<file path="src/rtl/vm_pkg.sv">
// Shared types for the change dispenser: coin denominations, payout status codes
// and dispenser FSM states.
package vm_pkg;

  typedef enum logic [1:0] {
    DEN_NONE = 2'b00,
    DEN_1    = 2'b01,
    DEN_2    = 2'b10,
    DEN_3    = 2'b11
  } denom_t;

  // ST_JAM shares its code with ST_IDLE; done=1 tells them apart.
  localparam logic [1:0] ST_IDLE  = 2'b00;
  localparam logic [1:0] ST_BUSY  = 2'b10;
  localparam logic [1:0] ST_FULL  = 2'b11;
  localparam logic [1:0] ST_SHORT = 2'b01;
  localparam logic [1:0] ST_JAM   = 2'b00;

  typedef enum logic [1:0] {
    S_IDLE,
    S_SELECT,
    S_DISPENSE,
    S_DONE
  } disp_state_t;

endpackage

</file>
<file path="src/rtl/vm_change_dispenser_if.sv">
// Request, restock, hopper and result signals of the change dispenser.
// req and load transfer on a cycle where valid && ready; a coin transfers on a
// cycle where coin_valid && coin_ack, with coin_valid/coin_denom held until then.
interface vm_change_dispenser_if #(
  parameter int AMT_W = 8,
  parameter int CNT_W = 4
);
  logic             req_valid;
  logic [AMT_W-1:0] req_amount;
  logic             req_ready;
  logic             load_valid;
  logic [1:0]       load_denom;
  logic [CNT_W-1:0] load_count;
  logic             load_ready;
  logic             coin_valid;
  logic [1:0]       coin_denom;
  logic             coin_ack;
  logic             done;
  logic [1:0]       status;
  logic [AMT_W-1:0] remaining;
  logic [3*CNT_W-1:0] stock;

  modport master (
    output req_valid, req_amount, load_valid, load_denom, load_count, coin_ack,
    input  req_ready, load_ready, coin_valid, coin_denom, done, status, remaining, stock
  );

  modport slave (
    input  req_valid, req_amount, load_valid, load_denom, load_count, coin_ack,
    output req_ready, load_ready, coin_valid, coin_denom, done, status, remaining, stock
  );
endinterface

</file>
<file path="src/rtl/vm_coin_stock.sv">
// Per-denomination hopper stock: overwrite on load, single decrement per dispensed
// coin, nonzero flags for the greedy selector and the flat {cnt3, cnt2, cnt1} view.
module vm_coin_stock
  import vm_pkg::*;
#(
  parameter int CNT_W = 4
) (
  input  logic               clk,
  input  logic               rst,
  input  logic               load_en,
  input  denom_t             load_denom,
  input  logic [CNT_W-1:0]   load_count,
  input  logic               dec_en,
  input  denom_t             dec_denom,
  output logic [3:1]         nz,
  output logic [3*CNT_W-1:0] stock
);
  logic [CNT_W-1:0] cnt1, cnt2, cnt3;

  // Load only happens in IDLE and decrement only in DISPENSE, so they never collide.
  always_ff @(posedge clk or posedge rst) begin
    if (rst) begin
      cnt1 <= '0;
      cnt2 <= '0;
      cnt3 <= '0;
    end else if (load_en) begin
      case (load_denom)
        DEN_1:   cnt1 <= load_count;
        DEN_2:   cnt2 <= load_count;
        DEN_3:   cnt3 <= load_count;
        default: ;
      endcase
    end else if (dec_en) begin
      case (dec_denom)
        DEN_1:   cnt1 <= cnt1 - CNT_W'(1);
        DEN_2:   cnt2 <= cnt2 - CNT_W'(1);
        DEN_3:   cnt3 <= cnt3 - CNT_W'(1);
        default: ;
      endcase
    end
  end

  assign nz    = {cnt3 != '0, cnt2 != '0, cnt1 != '0};
  assign stock = {cnt3, cnt2, cnt1};
endmodule

</file>
<file path="src/rtl/vm_change_dispenser.sv">
// Greedy change payout FSM driving a coin hopper one coin at a time.
// Optional VM_ACK_TIMEOUT_EN: abort with jam status if coin_ack never arrives.
module vm_change_dispenser
  import vm_pkg::*;
#(
  parameter int AMT_W = 8,
  parameter int CNT_W = 4
`ifdef VM_ACK_TIMEOUT_EN
  ,
  parameter int TIMEOUT_CYC = 15
`endif
) (
  input  logic                  clk,
  input  logic                  rst,
  vm_change_dispenser_if.slave  bus,
  output disp_state_t           dbg_state
);
  disp_state_t      state_q, state_d;
  logic [AMT_W-1:0] rem_q, rem_d, rem_after;
  denom_t           denom_q, denom_d, sel;
  logic [1:0]       fin_q, fin_d;
  logic             load_en, dec_en;
  logic [3:1]       nz;

  vm_coin_stock #(.CNT_W(CNT_W)) u_stock (
    .clk        (clk),
    .rst        (rst),
    .load_en    (load_en),
    .load_denom (denom_t'(bus.load_denom)),
    .load_count (bus.load_count),
    .dec_en     (dec_en),
    .dec_denom  (denom_q),
    .nz         (nz),
    .stock      (bus.stock)
  );

`ifdef VM_ACK_TIMEOUT_EN
  localparam int TW = $clog2(TIMEOUT_CYC + 1);
  logic [TW-1:0] tcnt_q, tcnt_d;
  logic          timed_out;
  assign tcnt_d    = (state_q == S_DISPENSE && !bus.coin_ack) ? tcnt_q + TW'(1) : '0;
  assign timed_out = (tcnt_q == TW'(TIMEOUT_CYC - 1));
`endif

  always_ff @(posedge clk or posedge rst) begin
    if (rst) begin
      state_q <= S_IDLE;
      rem_q   <= '0;
      denom_q <= DEN_NONE;
      fin_q   <= ST_IDLE;
`ifdef VM_ACK_TIMEOUT_EN
      tcnt_q  <= '0;
`endif
    end else begin
      state_q <= state_d;
      rem_q   <= rem_d;
      denom_q <= denom_d;
      fin_q   <= fin_d;
`ifdef VM_ACK_TIMEOUT_EN
      tcnt_q  <= tcnt_d;
`endif
    end
  end

  // Largest affordable denomination that is still in stock.
  always_comb begin
    sel = DEN_NONE;
    if (rem_q >= AMT_W'(3) && nz[3])      sel = DEN_3;
    else if (rem_q >= AMT_W'(2) && nz[2]) sel = DEN_2;
    else if (rem_q != '0 && nz[1])        sel = DEN_1;
  end

  assign rem_after = rem_q - {{(AMT_W-2){1'b0}}, denom_q};

  always_comb begin
    state_d = state_q;
    rem_d   = rem_q;
    denom_d = denom_q;
    fin_d   = fin_q;
    load_en = 1'b0;
    dec_en  = 1'b0;
    case (state_q)
      S_IDLE: begin
        if (bus.load_valid) begin
          load_en = (bus.load_denom != 2'b00);
        end else if (bus.req_valid) begin
          rem_d = bus.req_amount;
          if (bus.req_amount == '0) begin
            fin_d   = ST_FULL;
            state_d = S_DONE;
          end else begin
            state_d = S_SELECT;
          end
        end
      end
      S_SELECT: begin
        if (sel != DEN_NONE) begin
          denom_d = sel;
          state_d = S_DISPENSE;
        end else begin
          fin_d   = ST_SHORT;
          state_d = S_DONE;
        end
      end
      S_DISPENSE: begin
        if (bus.coin_ack) begin
          dec_en = 1'b1;
          rem_d  = rem_after;
          if (rem_after == '0) begin
            fin_d   = ST_FULL;
            state_d = S_DONE;
          end else begin
            state_d = S_SELECT;
          end
        end
`ifdef VM_ACK_TIMEOUT_EN
        else if (timed_out) begin
          fin_d   = ST_JAM;
          state_d = S_DONE;
        end
`endif
      end
      S_DONE:  state_d = S_IDLE;
      default: state_d = S_IDLE;
    endcase
  end

  always_comb begin
    case (state_q)
      S_SELECT, S_DISPENSE: bus.status = ST_BUSY;
      S_DONE:               bus.status = fin_q;
      default:              bus.status = ST_IDLE;
    endcase
  end

  assign bus.req_ready  = (state_q == S_IDLE) && !bus.load_valid;
  assign bus.load_ready = (state_q == S_IDLE);
  assign bus.coin_valid = (state_q == S_DISPENSE);
  assign bus.coin_denom = denom_q;
  assign bus.done       = (state_q == S_DONE);
  assign bus.remaining  = rem_q;
  assign dbg_state      = state_q;
endmodule

</file>
<file path="src/flat_wrapper.sv">
// flat-port wrapper written by rule: the top's interface ports become plain ports
module vm_change_dispenser_flat import vm_pkg::*;
#(
  parameter int AMT_W = 8,
  parameter int CNT_W = 4

)
  (clk, rst, dbg_state, bus_req_valid, bus_req_amount, bus_load_valid, bus_load_denom, bus_load_count, bus_coin_ack, bus_req_ready, bus_load_ready, bus_coin_valid, bus_coin_denom, bus_done, bus_status, bus_remaining, bus_stock);
  vm_change_dispenser_if #(.AMT_W(AMT_W), .CNT_W(CNT_W)) bus_i ();
  input  logic clk;
  input  logic rst;
  output disp_state_t dbg_state;
  input wire logic [$bits(bus_i.req_valid)-1:0] bus_req_valid;
  input wire logic [$bits(bus_i.req_amount)-1:0] bus_req_amount;
  input wire logic [$bits(bus_i.load_valid)-1:0] bus_load_valid;
  input wire logic [$bits(bus_i.load_denom)-1:0] bus_load_denom;
  input wire logic [$bits(bus_i.load_count)-1:0] bus_load_count;
  input wire logic [$bits(bus_i.coin_ack)-1:0] bus_coin_ack;
  output wire logic [$bits(bus_i.req_ready)-1:0] bus_req_ready;
  output wire logic [$bits(bus_i.load_ready)-1:0] bus_load_ready;
  output wire logic [$bits(bus_i.coin_valid)-1:0] bus_coin_valid;
  output wire logic [$bits(bus_i.coin_denom)-1:0] bus_coin_denom;
  output wire logic [$bits(bus_i.done)-1:0] bus_done;
  output wire logic [$bits(bus_i.status)-1:0] bus_status;
  output wire logic [$bits(bus_i.remaining)-1:0] bus_remaining;
  output wire logic [$bits(bus_i.stock)-1:0] bus_stock;
  assign bus_i.req_valid = bus_req_valid;
  assign bus_i.req_amount = bus_req_amount;
  assign bus_i.load_valid = bus_load_valid;
  assign bus_i.load_denom = bus_load_denom;
  assign bus_i.load_count = bus_load_count;
  assign bus_i.coin_ack = bus_coin_ack;
  assign bus_req_ready = bus_i.req_ready;
  assign bus_load_ready = bus_i.load_ready;
  assign bus_coin_valid = bus_i.coin_valid;
  assign bus_coin_denom = bus_i.coin_denom;
  assign bus_done = bus_i.done;
  assign bus_status = bus_i.status;
  assign bus_remaining = bus_i.remaining;
  assign bus_stock = bus_i.stock;
  vm_change_dispenser #(.AMT_W(AMT_W), .CNT_W(CNT_W)) u_core (.clk(clk), .rst(rst), .bus(bus_i), .dbg_state(dbg_state));
endmodule
</file>
<file path="config.mk">
export PLATFORM = sky130hd
export DESIGN_NAME = vm_change_dispenser_flat
export DESIGN_NICKNAME = d
export VERILOG_FILES = /design/src/rtl/vm_pkg.sv /design/src/rtl/vm_change_dispenser_if.sv /design/src/rtl/vm_coin_stock.sv /design/src/rtl/vm_change_dispenser.sv /design/src/flat_wrapper.sv
export SDC_FILE = /design/constraint.sdc
export NUM_CORES = 1
export LEC_CHECK = 0
export ABC_AREA = 1
export CORE_MARGIN = 10
export CORE_UTILIZATION = 49
export CTS_BUF_LIST = sky130_fd_sc_hd__clkbuf_8
export CTS_CLUSTER_DIAMETER = 150
export DETAILED_ROUTE_END_ITERATION = 10
export PLACE_DENSITY_LB_ADDON = 0.1
export RECOVER_POWER = 25
export SLEW_MARGIN = 20
export SYNTH_ARGS = -nofsm -noshare
export SYNTH_HDL_FRONTEND = slang
export SYNTH_SLANG_ARGS = --single-unit
</file>
<file path="constraint.sdc">
create_clock -name clk -period 2.1 [get_ports clk]
set_input_delay 0.42 -clock clk [delete_from_list [all_inputs] [get_ports clk]]
set_output_delay 0.42 -clock clk [all_outputs]
set_load 0.01 [all_outputs]
</file>
==> impl_metrics.env <==
export IMPL_outcome="finished clean"
export IMPL_slew_headroom_pct=3.980
export IMPL_io_pins=49
export IMPL_synth_edf_count=0
export IMPL_drive_gt1_share_pct=11.67
export IMPL_drtIter0Drc=70
export IMPL_routed_wl_um=4726
export IMPL_clock_latency_ns=0.27
export IMPL_die_area_sq_um=6679
export IMPL_p_sw_w=0.001833
export IMPL_cts_tree="built"
export IMPL_grt_usage_pct=14.80
export IMPL_grt_overflow_total=0
export IMPL_clock_path_buffers=2
export IMPL_pwr_share_seq_pct=25.4
export IMPL_yosys_area_top_type="dfrtp_1"
export IMPL_cts_buffers=3
export IMPL_crit_path_end="bus_status[0]"
export IMPL_yosys_warnings=0
export IMPL_async_flop_share_pct=100.0
export IMPL_drv_cap=0
export IMPL_clkTransAtPathRegs_ns=0.09
export IMPL_ys_seq_area_share_pct=34.85
export IMPL_netlist_top_cells_area="dfrtp_1 (35%), nand2_1 (12%), nor2_1 (8.2%)"
export IMPL_core_area_sq_um=3661
export IMPL_power_w=0.003932
export IMPL_timing_final_crit_share_pct=96.93
export IMPL_critPathTopFamily="buffers and inverters"
export IMPL_r2r_start="u_core.bus.remaining[0]$_DFFE_PP0P_"
export IMPL_synth_top_area_share_pct=34.85
export IMPL_areaGrowthSynthToFinish_pct=34.05
export IMPL_synth_main_ff_cell="dfrtp_1"
export IMPL_leakage_nw=1.148
export IMPL_dpl_worst_slack_ns=0.04239
export IMPL_combPwrFrac_pct=67.2
export IMPL_dr_total_vias=1846
export IMPL_io_buffers=48
export IMPL_r2r_slack_ns=0.11
export IMPL_firstDrtPassIters=4
export IMPL_antenna_found_initial=0
export IMPL_irDropWorstVdd_mv=0.8347
export IMPL_finalSetupViolCount=0
export IMPL_die_height_um=81.73
export IMPL_routed_via_density=5.058
export IMPL_rows=22
export IMPL_switching_share_pct=46.61
export IMPL_crit_path_max_fanout=6
export IMPL_gp_congestion=0.9226
export IMPL_syn_area_per_cell_sq_um=7.152
export IMPL_max_stage_delay_ns=0.52
export IMPL_synth_seq_cells=26
export IMPL_cts_htree_levels=1
export IMPL_intPower_w=0.002099
export IMPL_hpwl_um=3777
export IMPL_rr_worst_depth=14
export IMPL_initial_core_util_pct=50.99
export IMPL_crit_required_ns=1.68
export IMPL_num_antenna_cells=0
export IMPL_grt_pass1_vias=1753
export IMPL_path_depth=5
export IMPL_rsz0062_at_grt="yes"
export IMPL_fin_skew_ns=0.002460
export IMPL_max_freq_mhz=491.3
export IMPL_crit_chain="buf_4 > ha_2 > nand2_1 > inv_1 > clkdlybuf4s50_1"
export IMPL_hold_violations=0
export IMPL_cp_end_kind="output pin"
export IMPL_nets=350
export IMPL_grt_max_degree=27
export IMPL_power_density_nw_per_um2=1571
export IMPL_syn_nets=292
export IMPL_route_antenna_remaining_nets=0
export IMPL_critPathBufInv=3
export IMPL_worst_setup_path_start_kind="flip-flop"
export IMPL_finalWorstSetupSlack_ns=0.06451
export IMPL_crit_type="flip-flop to output pin"
export IMPL_synthesis_area_sq_um=1867
export IMPL_remaining_drc_errors=0
export IMPL_root_buffer="clkbuf_8"
export IMPL_postCtsHoldBufs=0
export IMPL_grt_pass1_wl_um=7941
export IMPL_hold_path_class="flip-flop to flip-flop"
export IMPL_critPathSlowestCell="clkdlybuf4s50_1"
export IMPL_r2r_end="u_core.fin_q[1]$_DFFE_PP0P_"
export IMPL_clkPwrFrac_pct=7.4
export IMPL_synth_cell_types=33
export IMPL_clkSinkCount=26
export IMPL_cp_arrival_ns=1.62
export IMPL_tightest_slew_ns=1.440
export IMPL_final_max_slew_violation_count=0
export IMPL_wire_per_inst_um=12.95
export IMPL_synthCells=261
export IMPL_fin_crit_ns=2.035
export IMPL_critPathLaunch="u_core.dbg_state[0]$_DFFE_PP0P_"
export IMPL_die_x_um=81.73
## state kept, by name, summed over array words and instances, names as in the netlist
name,flops
u_core.fin_q,2
u_core.u_stock.cnt2,4
u_core.dbg_state,2
u_core.u_stock.cnt1,4
u_core.bus.coin_denom,2
u_core.bus.remaining,8
u_core.u_stock.cnt3,4
## synth_stat cells (all sizes together) (2+ instances only)
master	count
nand2	60
inv	40
ha	11
o22ai	4
dfrtp	26
nand3	13
o21ai	28
buf	2
xor2	4
a21oi	5
a31oi	9
nor2	47
o211ai	3
## worst register-to-register path, delay by kind of cell (launching register included)
family / cells / cell delay, ns
DFF: 1 / 0.39
buffers and inverters: 2 / 0.15
and+or+nand+nor: 10 / 0.71
adders and majority gates: 2 / 0.65
## area by class of cell
class / instances / area, sq um
flip-flops and latches: 26 / 650.6
repair buffers: 56 / 534.3
well taps: 48 / 60.06
fillers: 307 / 1159
inverters: 41 / 155.1
clock buffers: 3 / 41.29
multi-input cells: 191 / 1061
## how the worst min path moves through the flow
stage	end	depth (start not counted)	slack, ns	start
final	u_core.fin_q[0]$_DFFE_PP0P_	2	0.48	u_core.fin_q[0]$_DFFE_PP0P_
after detailed placement	u_core.fin_q[0]$_DFFE_PP0P_	2	0.47	u_core.fin_q[0]$_DFFE_PP0P_
after floorplan	u_core.fin_q[0]$_DFFE_PP0P_	2	0.43	u_core.fin_q[0]$_DFFE_PP0P_
after global placement	u_core.fin_q[0]$_DFFE_PP0P_	2	0.46	u_core.fin_q[0]$_DFFE_PP0P_
after CTS	u_core.fin_q[0]$_DFFE_PP0P_	2	0.49	u_core.fin_q[0]$_DFFE_PP0P_
after global routing	u_core.fin_q[0]$_DFFE_PP0P_	2	0.50	u_core.fin_q[0]$_DFFE_PP0P_
## layout by cell type, fill, tap and decap left out, types with 2 or more instances in the layout
cell type,Yosys,routed
inv_1,37,34
o21ai_1,5,5
a31oi_1,8,8
a21oi_2,3,3
clkdlybuf4s50_1,0,46
xor2_1,4,4
clkbuf_8,0,3
dfrtp_1,26,26
inv_2,3,6
nand2_1,59,59
buf_4,1,7
dlygate4sd2_1,0,2
nor2_4,2,2
nor2_1,41,39
ha_1,11,9
nand3_1,12,12
o21ai_0,23,23
nor2_2,4,6
o211ai_1,3,3
o22ai_1,3,3
## metal layers
metal / up-vias / share of wire, % / track usage, %
met4: 0 / 1.8 / 5.612
met3: 6 / 9.1 / 4.148
met5: - / 0 / 0
met1: 831 / 44 / 18.33
li1: 955 / - / -
met2: 54 / 45 / 23.90
## cell families (layout without fill, tap and decap cells)
family          after synthesis  count (layout)  share of synthesized area [%]
buf+inv                      44             100                          9.517
compound gates               52              52                          17.56
xor+xnor                      4               4                          1.876
fa+ha+maj                    12              12                          8.445
flops                        26              26                          34.85
simple gates                123             123                          27.75
## per-stage QoR
step	utilization [%]	setup TNS (ns)	instance area, sq um	hold slack, ns	std cells
floorplan	-	0	1867	0.4338	261
CTS	68.18	0	2496	0.4879	365
global placement	66.78	0	2445	0.4626	362
global route	68.35	-0.01064	2502	0.5025	365
detailed placement	66.78	0	2445	0.4664	362
finish	68.35	0	2502	0.4782	365
## power by group through the flow
stage	Sequential (W)	Combinational, W	Clock (W)
after CTS	0.000997	0.00264	0.000295
after global placement	0.000997	0.00258	0
final	0.000999	0.00264	0.000289
after detailed placement	0.00100	0.00262	0
after global routing	0.00104	0.00300	0.000319
after floorplan	0.00109	0.00150	0
## timing repair
action / 4_1_cts / 5_1_grt
setup buffers: 0 / 0
resized for setup: 5 / 6
cloned: 0 / 0
hold endpoints to repair: 0 / 0
setup endpoints to repair: 3 / 5
No activity file was read; power rests on OpenSTA's default activity.
